**config.mk**
```make
export PLATFORM = sky130hd
export DESIGN_NAME = csr_trap_unit
export DESIGN_NICKNAME = d
export VERILOG_FILES = /design/src/rtl/csr_trap_unit.sv
export SDC_FILE = /design/constraint.sdc
export NUM_CORES = 1
export LEC_CHECK = 0
export BUFFER_PORTS_ARGS = -buffer_cell sky130_fd_sc_hd__buf_2
export CAP_MARGIN = 20
export CELL_PAD_IN_SITES_DETAIL_PLACEMENT = 1
export CELL_PAD_IN_SITES_GLOBAL_PLACEMENT = 2
export CORE_MARGIN = 2
export CORE_UTILIZATION = 35
export CTS_CLUSTER_DIAMETER = 150
export DETAILED_ROUTE_END_ITERATION = 10
export GPL_TIMING_DRIVEN = 0
export PLACE_DENSITY_LB_ADDON = 0.05
export SLEW_MARGIN = 20
export SYNTH_ARGS = -nofsm -noshare
export SYNTH_HDL_FRONTEND = slang
export SYNTH_SLANG_ARGS = --single-unit
```
**constraint.sdc**
```tcl
create_clock -name clk -period 10.75 [get_ports clk]
set_clock_uncertainty 0.1 [all_clocks]
set_input_delay 2.15 -clock clk [delete_from_list [all_inputs] [get_ports clk]]
set_output_delay 2.15 -clock clk [all_outputs]
set_load 0.05 [all_outputs]
```
**src/rtl/csr_trap_unit.sv**
```systemverilog
// csr_trap_unit
// Machine-mode CSR file and trap controller placed beside the EX stage.
// It holds mstatus, mie, mip, mtvec, mscratch, mepc, mcause and mtval, plus
// the optional 64-bit mcycle/minstret counters. It synchronises the external,
// timer and software interrupt lines, and it presents a prioritised, registered
// interrupt request to EX.
//
// Optional feature macro: CSR_COUNTERS_EN
//   defined   : mcycle/mcycleh/minstret/minstreth are real 64-bit counters
//   undefined : those addresses read 0 with csr_valid=1; writes are dropped
//
// Parameters
//   RESET_MTVEC : mtvec value after reset (bits [1:0] dropped)
//   HART_ID     : value returned by mhartid
//
// Ports
//   clk, rst                 : clock, asynchronous active-high reset
//   csr_addr                 : CSR address (12 bits)
//   csr_read_enable          : read access this cycle
//   csr_write_enable         : write access this cycle
//   csr_write_data           : fully merged write value
//   csr_read_data            : combinational read data (0 if unimplemented)
//   csr_valid                : combinational; access is implemented and legal
//   instr_retired            : one instruction retired this cycle
//   interrupt_taken          : EX is entering an interrupt trap
//   ecall_exception          : EX is entering an ecall trap
//   ebreak_exception         : EX is entering an ebreak trap
//   mret_instruction         : EX is executing mret
//   trap_pc                  : PC saved into mepc on trap entry
//   ext_irq, timer_irq, sw_irq : asynchronous level interrupt lines
//   interrupt_pending        : registered, prioritised interrupt request
//   interrupt_cause          : registered mcause value for that request
//   mtvec, mepc              : trap vector and return PC (word aligned)
module csr_trap_unit #(
    parameter logic [31:0] RESET_MTVEC = 32'h0000_0000,
    parameter logic [31:0] HART_ID     = 32'h0000_0000
) (
    input  logic        clk,
    input  logic        rst,
    input  logic [11:0] csr_addr,
    input  logic        csr_read_enable,
    input  logic [31:0] csr_write_data,
    input  logic        csr_write_enable,
    output logic [31:0] csr_read_data,
    output logic        csr_valid,
    input  logic        instr_retired,
    input  logic        interrupt_taken,
    input  logic        ecall_exception,
    input  logic        ebreak_exception,
    input  logic        mret_instruction,
    input  logic [31:0] trap_pc,
    input  logic        ext_irq,
    input  logic        timer_irq,
    input  logic        sw_irq,
    output logic        interrupt_pending,
    output logic [31:0] interrupt_cause,
    output logic [31:0] mtvec,
    output logic [31:0] mepc
);

    localparam logic [11:0] ADDR_MSTATUS   = 12'h300;
    localparam logic [11:0] ADDR_MISA      = 12'h301;
    localparam logic [11:0] ADDR_MIE       = 12'h304;
    localparam logic [11:0] ADDR_MTVEC     = 12'h305;
    localparam logic [11:0] ADDR_MSCRATCH  = 12'h340;
    localparam logic [11:0] ADDR_MEPC      = 12'h341;
    localparam logic [11:0] ADDR_MCAUSE    = 12'h342;
    localparam logic [11:0] ADDR_MTVAL     = 12'h343;
    localparam logic [11:0] ADDR_MIP       = 12'h344;
    localparam logic [11:0] ADDR_MCYCLE    = 12'hB00;
    localparam logic [11:0] ADDR_MINSTRET  = 12'hB02;
    localparam logic [11:0] ADDR_MCYCLEH   = 12'hB80;
    localparam logic [11:0] ADDR_MINSTRETH = 12'hB82;
    localparam logic [11:0] ADDR_MVENDORID = 12'hF11;
    localparam logic [11:0] ADDR_MARCHID   = 12'hF12;
    localparam logic [11:0] ADDR_MIMPID    = 12'hF13;
    localparam logic [11:0] ADDR_MHARTID   = 12'hF14;

    localparam logic [31:0] MISA_VALUE   = 32'h4000_0100;
    localparam logic [31:0] CAUSE_MEI    = 32'h8000_000B;
    localparam logic [31:0] CAUSE_MSI    = 32'h8000_0003;
    localparam logic [31:0] CAUSE_MTI    = 32'h8000_0007;
    localparam logic [31:0] CAUSE_ECALL  = 32'd11;
    localparam logic [31:0] CAUSE_EBREAK = 32'd3;
    localparam logic [31:0] ALIGN_MASK   = 32'hFFFF_FFFC;

    // ------------------------------------------------------------------
    // State
    // ------------------------------------------------------------------
    logic        mstatus_mie_reg;
    logic        mstatus_mpie_reg;
    logic        mie_meie_reg;
    logic        mie_mtie_reg;
    logic        mie_msie_reg;
    logic [31:0] mtvec_reg;
    logic [31:0] mscratch_reg;
    logic [31:0] mepc_reg;
    logic [31:0] mcause_reg;
    logic [31:0] mtval_reg;
    logic        interrupt_pending_reg;
    logic [31:0] interrupt_cause_reg;

    // Two-flop synchronisers, index 2 = ext, 1 = timer, 0 = sw
    logic [2:0] irq_raw;
    logic [2:0] irq_sync1_reg;
    logic [2:0] irq_sync2_reg;

    assign irq_raw = {ext_irq, timer_irq, sw_irq};

    // ------------------------------------------------------------------
    // Access decode
    // ------------------------------------------------------------------
    logic csr_implemented;
    logic csr_read_only;
    logic csr_access;
    logic write_commit;

    always_comb begin
        csr_implemented = 1'b0;
        csr_read_only   = 1'b0;
        case (csr_addr)
            ADDR_MSTATUS, ADDR_MIE, ADDR_MTVEC, ADDR_MSCRATCH,
            ADDR_MEPC, ADDR_MCAUSE, ADDR_MTVAL,
            ADDR_MCYCLE, ADDR_MCYCLEH, ADDR_MINSTRET, ADDR_MINSTRETH:
                csr_implemented = 1'b1;
            ADDR_MISA, ADDR_MIP, ADDR_MVENDORID, ADDR_MARCHID,
            ADDR_MIMPID, ADDR_MHARTID: begin
                csr_implemented = 1'b1;
                csr_read_only   = 1'b1;
            end
            default: ;
        endcase
    end

    assign csr_access   = csr_read_enable | csr_write_enable;
    assign csr_valid    = csr_access & csr_implemented & ~(csr_write_enable & csr_read_only);
    assign write_commit = csr_write_enable & csr_valid;

    // ------------------------------------------------------------------
    // Trap / return strobes
    // ------------------------------------------------------------------
    logic        trap_enter;
    logic        mret_effective;
    logic [31:0] trap_cause;

    assign trap_enter     = interrupt_taken | ecall_exception | ebreak_exception;
    // A trap in the same cycle takes precedence; the mret is dropped.
    assign mret_effective = mret_instruction & ~trap_enter;

    always_comb begin
        trap_cause = CAUSE_EBREAK;
        if (interrupt_taken) begin
            trap_cause = interrupt_cause_reg;
        end else if (ecall_exception) begin
            trap_cause = CAUSE_ECALL;
        end
    end

    // ------------------------------------------------------------------
    // Counters
    // ------------------------------------------------------------------
`ifdef CSR_COUNTERS_EN
    logic [63:0] mcycle_reg;
    logic [63:0] minstret_reg;

    // A write replaces one half and suppresses that counter's increment.
    always_ff @(posedge clk or posedge rst) begin
        if (rst) begin
            mcycle_reg   <= 64'd0;
            minstret_reg <= 64'd0;
        end else begin
            if (write_commit && csr_addr == ADDR_MCYCLE) begin
                mcycle_reg <= {mcycle_reg[63:32], csr_write_data};
            end else if (write_commit && csr_addr == ADDR_MCYCLEH) begin
                mcycle_reg <= {csr_write_data, mcycle_reg[31:0]};
            end else begin
                mcycle_reg <= mcycle_reg + 64'd1;
            end

            if (write_commit && csr_addr == ADDR_MINSTRET) begin
                minstret_reg <= {minstret_reg[63:32], csr_write_data};
            end else if (write_commit && csr_addr == ADDR_MINSTRETH) begin
                minstret_reg <= {csr_write_data, minstret_reg[31:0]};
            end else if (instr_retired) begin
                minstret_reg <= minstret_reg + 64'd1;
            end
        end
    end
`else
    logic unused_instr_retired;
    assign unused_instr_retired = instr_retired;
`endif

    // ------------------------------------------------------------------
    // CSR state updates
    // ------------------------------------------------------------------
    always_ff @(posedge clk or posedge rst) begin
        if (rst) begin
            mstatus_mie_reg  <= 1'b0;
            mstatus_mpie_reg <= 1'b0;
            mie_meie_reg     <= 1'b0;
            mie_mtie_reg     <= 1'b0;
            mie_msie_reg     <= 1'b0;
            mtvec_reg        <= RESET_MTVEC & ALIGN_MASK;
            mscratch_reg     <= 32'd0;
            mepc_reg         <= 32'd0;
            mcause_reg       <= 32'd0;
            mtval_reg        <= 32'd0;
        end else begin
            // mstatus: trap entry, then mret, then a plain write
            if (trap_enter) begin
                mstatus_mpie_reg <= mstatus_mie_reg;
                mstatus_mie_reg  <= 1'b0;
            end else if (mret_effective) begin
                mstatus_mie_reg  <= mstatus_mpie_reg;
                mstatus_mpie_reg <= 1'b1;
            end else if (write_commit && csr_addr == ADDR_MSTATUS) begin
                mstatus_mie_reg  <= csr_write_data[3];
                mstatus_mpie_reg <= csr_write_data[7];
            end

            if (write_commit && csr_addr == ADDR_MIE) begin
                mie_meie_reg <= csr_write_data[11];
                mie_mtie_reg <= csr_write_data[7];
                mie_msie_reg <= csr_write_data[3];
            end

            if (write_commit && csr_addr == ADDR_MTVEC) begin
                mtvec_reg <= csr_write_data & ALIGN_MASK;
            end

            if (write_commit && csr_addr == ADDR_MSCRATCH) begin
                mscratch_reg <= csr_write_data;
            end

            // Trap bookkeeping overrides a colliding software write.
            if (trap_enter) begin
                mepc_reg   <= trap_pc & ALIGN_MASK;
                mcause_reg <= trap_cause;
                mtval_reg  <= 32'd0;
            end else begin
                if (write_commit && csr_addr == ADDR_MEPC) begin
                    mepc_reg <= csr_write_data & ALIGN_MASK;
                end
                if (write_commit && csr_addr == ADDR_MCAUSE) begin
                    mcause_reg <= csr_write_data;
                end
                if (write_commit && csr_addr == ADDR_MTVAL) begin
                    mtval_reg <= csr_write_data;
                end
            end
        end
    end

    // ------------------------------------------------------------------
    // Interrupt synchronisation and prioritisation
    // ------------------------------------------------------------------
    logic [2:0]  irq_enabled;
    logic        pend_any;
    logic [31:0] pend_cause;

    assign irq_enabled = irq_sync2_reg & {mie_meie_reg, mie_mtie_reg, mie_msie_reg}
                         & {3{mstatus_mie_reg}};
    assign pend_any    = |irq_enabled;

    always_comb begin
        pend_cause = 32'd0;
        if (irq_enabled[2]) begin
            pend_cause = CAUSE_MEI;
        end else if (irq_enabled[0]) begin
            pend_cause = CAUSE_MSI;
        end else if (irq_enabled[1]) begin
            pend_cause = CAUSE_MTI;
        end
    end

    generate
        for (genvar gi = 0; gi < 3; gi++) begin : g_irq_sync
            always_ff @(posedge clk or posedge rst) begin
                if (rst) begin
                    irq_sync1_reg[gi] <= 1'b0;
                    irq_sync2_reg[gi] <= 1'b0;
                end else begin
                    irq_sync1_reg[gi] <= irq_raw[gi];
                    irq_sync2_reg[gi] <= irq_sync1_reg[gi];
                end
            end
        end
    endgenerate

    // The request is withdrawn on the edge EX accepts it so it cannot be
    // taken twice while MIE is still being cleared.
    always_ff @(posedge clk or posedge rst) begin
        if (rst) begin
            interrupt_pending_reg <= 1'b0;
            interrupt_cause_reg   <= 32'd0;
        end else begin
            interrupt_pending_reg <= pend_any & ~interrupt_taken;
            interrupt_cause_reg   <= pend_cause;
        end
    end

    // ------------------------------------------------------------------
    // Read mux
    // ------------------------------------------------------------------
    always_comb begin
        csr_read_data = 32'd0;
        case (csr_addr)
            ADDR_MSTATUS:  csr_read_data = {19'd0, 2'b11, 3'd0, mstatus_mpie_reg,
                                            3'd0, mstatus_mie_reg, 3'd0};
            ADDR_MISA:     csr_read_data = MISA_VALUE;
            ADDR_MIE:      csr_read_data = {20'd0, mie_meie_reg, 3'd0, mie_mtie_reg,
                                            3'd0, mie_msie_reg, 3'd0};
            ADDR_MTVEC:    csr_read_data = mtvec_reg;
            ADDR_MSCRATCH: csr_read_data = mscratch_reg;
            ADDR_MEPC:     csr_read_data = mepc_reg;
            ADDR_MCAUSE:   csr_read_data = mcause_reg;
            ADDR_MTVAL:    csr_read_data = mtval_reg;
            ADDR_MIP:      csr_read_data = {20'd0, irq_sync2_reg[2], 3'd0, irq_sync2_reg[1],
                                            3'd0, irq_sync2_reg[0], 3'd0};
`ifdef CSR_COUNTERS_EN
            ADDR_MCYCLE:    csr_read_data = mcycle_reg[31:0];
            ADDR_MCYCLEH:   csr_read_data = mcycle_reg[63:32];
            ADDR_MINSTRET:  csr_read_data = minstret_reg[31:0];
            ADDR_MINSTRETH: csr_read_data = minstret_reg[63:32];
`endif
            ADDR_MHARTID:  csr_read_data = HART_ID;
            default:       csr_read_data = 32'd0;
        endcase
    end

    assign interrupt_pending = interrupt_pending_reg;
    assign interrupt_cause   = interrupt_cause_reg;
    assign mtvec             = mtvec_reg;
    assign mepc              = mepc_reg;

endmodule

```
==> results.tsv <==
metric	value	unit
rsz0062_at_grt	false	
path_max_fanout	10	
rr_worst_depth	4	
critPathMaxStageDelay	850	ps
wirelength	29.51	mm
hold_viol	0	
antenna_found_initial	1	
cp.required	8500	ps
ant_nets	0	
synth_warnings	0	
synth_edf_count	0	
synth_area_leader_cell	dfrtp_1	
crit_type	primary input to output pin	
critical_path.top_delay_family	simple AND/OR/NAND/NOR gates	
critPathCaptureType	output pin	
placed_cell_area	9718	µm²
syn_to_final_growth	25.12	%
fin_cells	1364	
synth.area.top_cells	dfrtp_1 52%, mux2_1 8.5%, nand2_1 8.4%	
globalRouteOverflowTotal	0	
wire_per_inst	21.64	µm
setup_tns	0	ps
ioPinCount	218	
synth_ff_type	dfrtp_1	
syn_area	8238	µm²
cts_inserted_buffers	17	
postCtsHoldBufs	0	
seq_area_frac_synth	51.94	%
clockBufferDepth	2	
clk_latency	430	ps
ir_drop	0.00009318	V
start_util	35.41	%
die_x	157.4	µm
hp-class	register to register	
status	completed	
cp_num_buf_inv	4	
tightest_slew	973.3	ps
port_buffers	181	
ys_top_cells_by_count	184 x nand2_1, 171 x dfrtp_1, 62 x mux2_1	
stdcell_area	10310	µm²
synth.most_common_cell	nand2_1	
hold_depth	0	
cp_slowest_cell	nor4b_4	
cts_num_sinks	171	
vias	7073	
crit_arrival	5400	ps
relSlewSlack	35.11	%
drive_above_1_share	26.92	%
drv_slew	0	
fin_crit_sh	71.20	%
cts-root-buf	clkbuf_16	
fill_cells	2741	
worstPathCellList	buf_2, or4_4, buf_2, nor4b_4, clkbuf_1, a22oi_1, nand4_1, buf_2	
hpwl	20.71	mm
p_leak	0.005048	µW
fin_crit	7654	ps
gp_congestion	0.7934	
coreArea	23260	µm²
crit_cells	8	
die_area	24780	µm²
grt_pass1_vias	7216	
drt-initial-drc-count	538	
drc	0	
drt_first_pass_iters	8	
dpl.cell_count	1332	
avgViaCountPerCell	5.185	
grt_max_degree	85	
pwr_density_cell	140.5	nW/µm²
clk_pin_slew	70	ps
synth_cell_types	57	
final_util	44.31	%
synthCells	800	
tritoncts	built	
max_clock_freq	130.6	MHz
grt_pass1_wl	44.51	mm
rows	56	
start_kind	primary input	
setup_viol	0	
max-cap-violations	0	
cts_setup_buffers	0	
cts_resized	0	
synth_area_per_cell	10.30	µm²
synth-async-reset-ratio	100.0	%
die_h	157.4	µm
yosys_register_bits	171	
htree_levels	4	
crit_path_frequent_cell	buf_2	
synth_top_area_share	51.94	%
fin_nets	1120	
grt_usage	24.25	%
-- kinds of logic (layout without fill, tap and decap cells) --
logic type | after synthesis | count (layout) | share of synthesized area, %
buffers and inverters | 95 | 309 | 6.197
other | 1 | 32 | 0.04552
AOI/OAI and AO/OA | 180 | 180 | 14.75
DFF | 171 | 171 | 51.94
and+or+nand+nor | 255 | 255 | 14.14
muxes | 98 | 98 | 12.93
-- final cells by class --
class | instances | area [µm²] | area share (%)
timing repair buffer | 183 | 960.9 | 9.323
clock inverter | 14 | 161.4 | 1.566
inverter | 6 | 30.03 | 0.2913
buffer | 89 | 488.0 | 4.734
tap | 319 | 399.1 | 3.872
antenna | 1 | 2.502 | 0.02428
multi-input combinational | 564 | 3561 | 34.55
clock buffer | 17 | 425.4 | 4.127
sequential | 171 | 4279 | 41.51
-- metal layers --
layer / share of wire [%] / GRT usage [%] / vias to the layer above
li1: - / - / 3281
met1: 46 / 34.05 / 3571
met2: 48 / 39.65 / 202
met3: 5.1 / 3.855 / 19
met4: 0.88 / 5.195 / 0
met5: 0 / 0 / -
-- placed cells by master, fill, tap and decap left out, types with 31 or more instances in the layout --
cell,instances
a21oi_1,61
mux2i_1,31
buf_4,34
a22oi_1,32
dfrtp_1,171
conb_1,31
buf_2,196
mux2_1,62
clkbuf_1,38
nand2_1,184
-- worst paths after layout --
| path | slack, ps | end | start |
|---|---|---|---|
| max reg2reg | 9370 | interrupt_pending | mstatus_mie_reg |
| max in group asynchronous | 7980 | mscratch_reg[11] | rst |
| max | 3100 | csr_read_data[12] | csr_addr[10] |
| min reg2reg | 250 | irq_sync2_reg[1] | irq_sync1_reg[1] |
| min | 250 | irq_sync2_reg[1] | irq_sync1_reg[1] |
| min in group asynchronous | 1560 | mscratch_reg[21] | rst |
-- power breakdown --
part / internal [µW] / total [µW] / leakage, µW / switching (µW)
clock network: 346 / 633 / 0.000277 / 286
logic: 39.4 / 152 / 0.00247 / 112
registers: 654 / 664 / 0.00230 / 9.77
-- through the flow --
step	worst slack [ps]	hold WS [ps]	total power (µW)
final	3096	253.3	1448
after global routing	2990	259.1	1502
after CTS	3068	256.1	1461
after detailed placement	3089	240.9	829.1
after global placement	1404	234.5	825.5
after floorplan	3868	231.2	772.4
No activity file was read; power rests on OpenSTA's default activity.
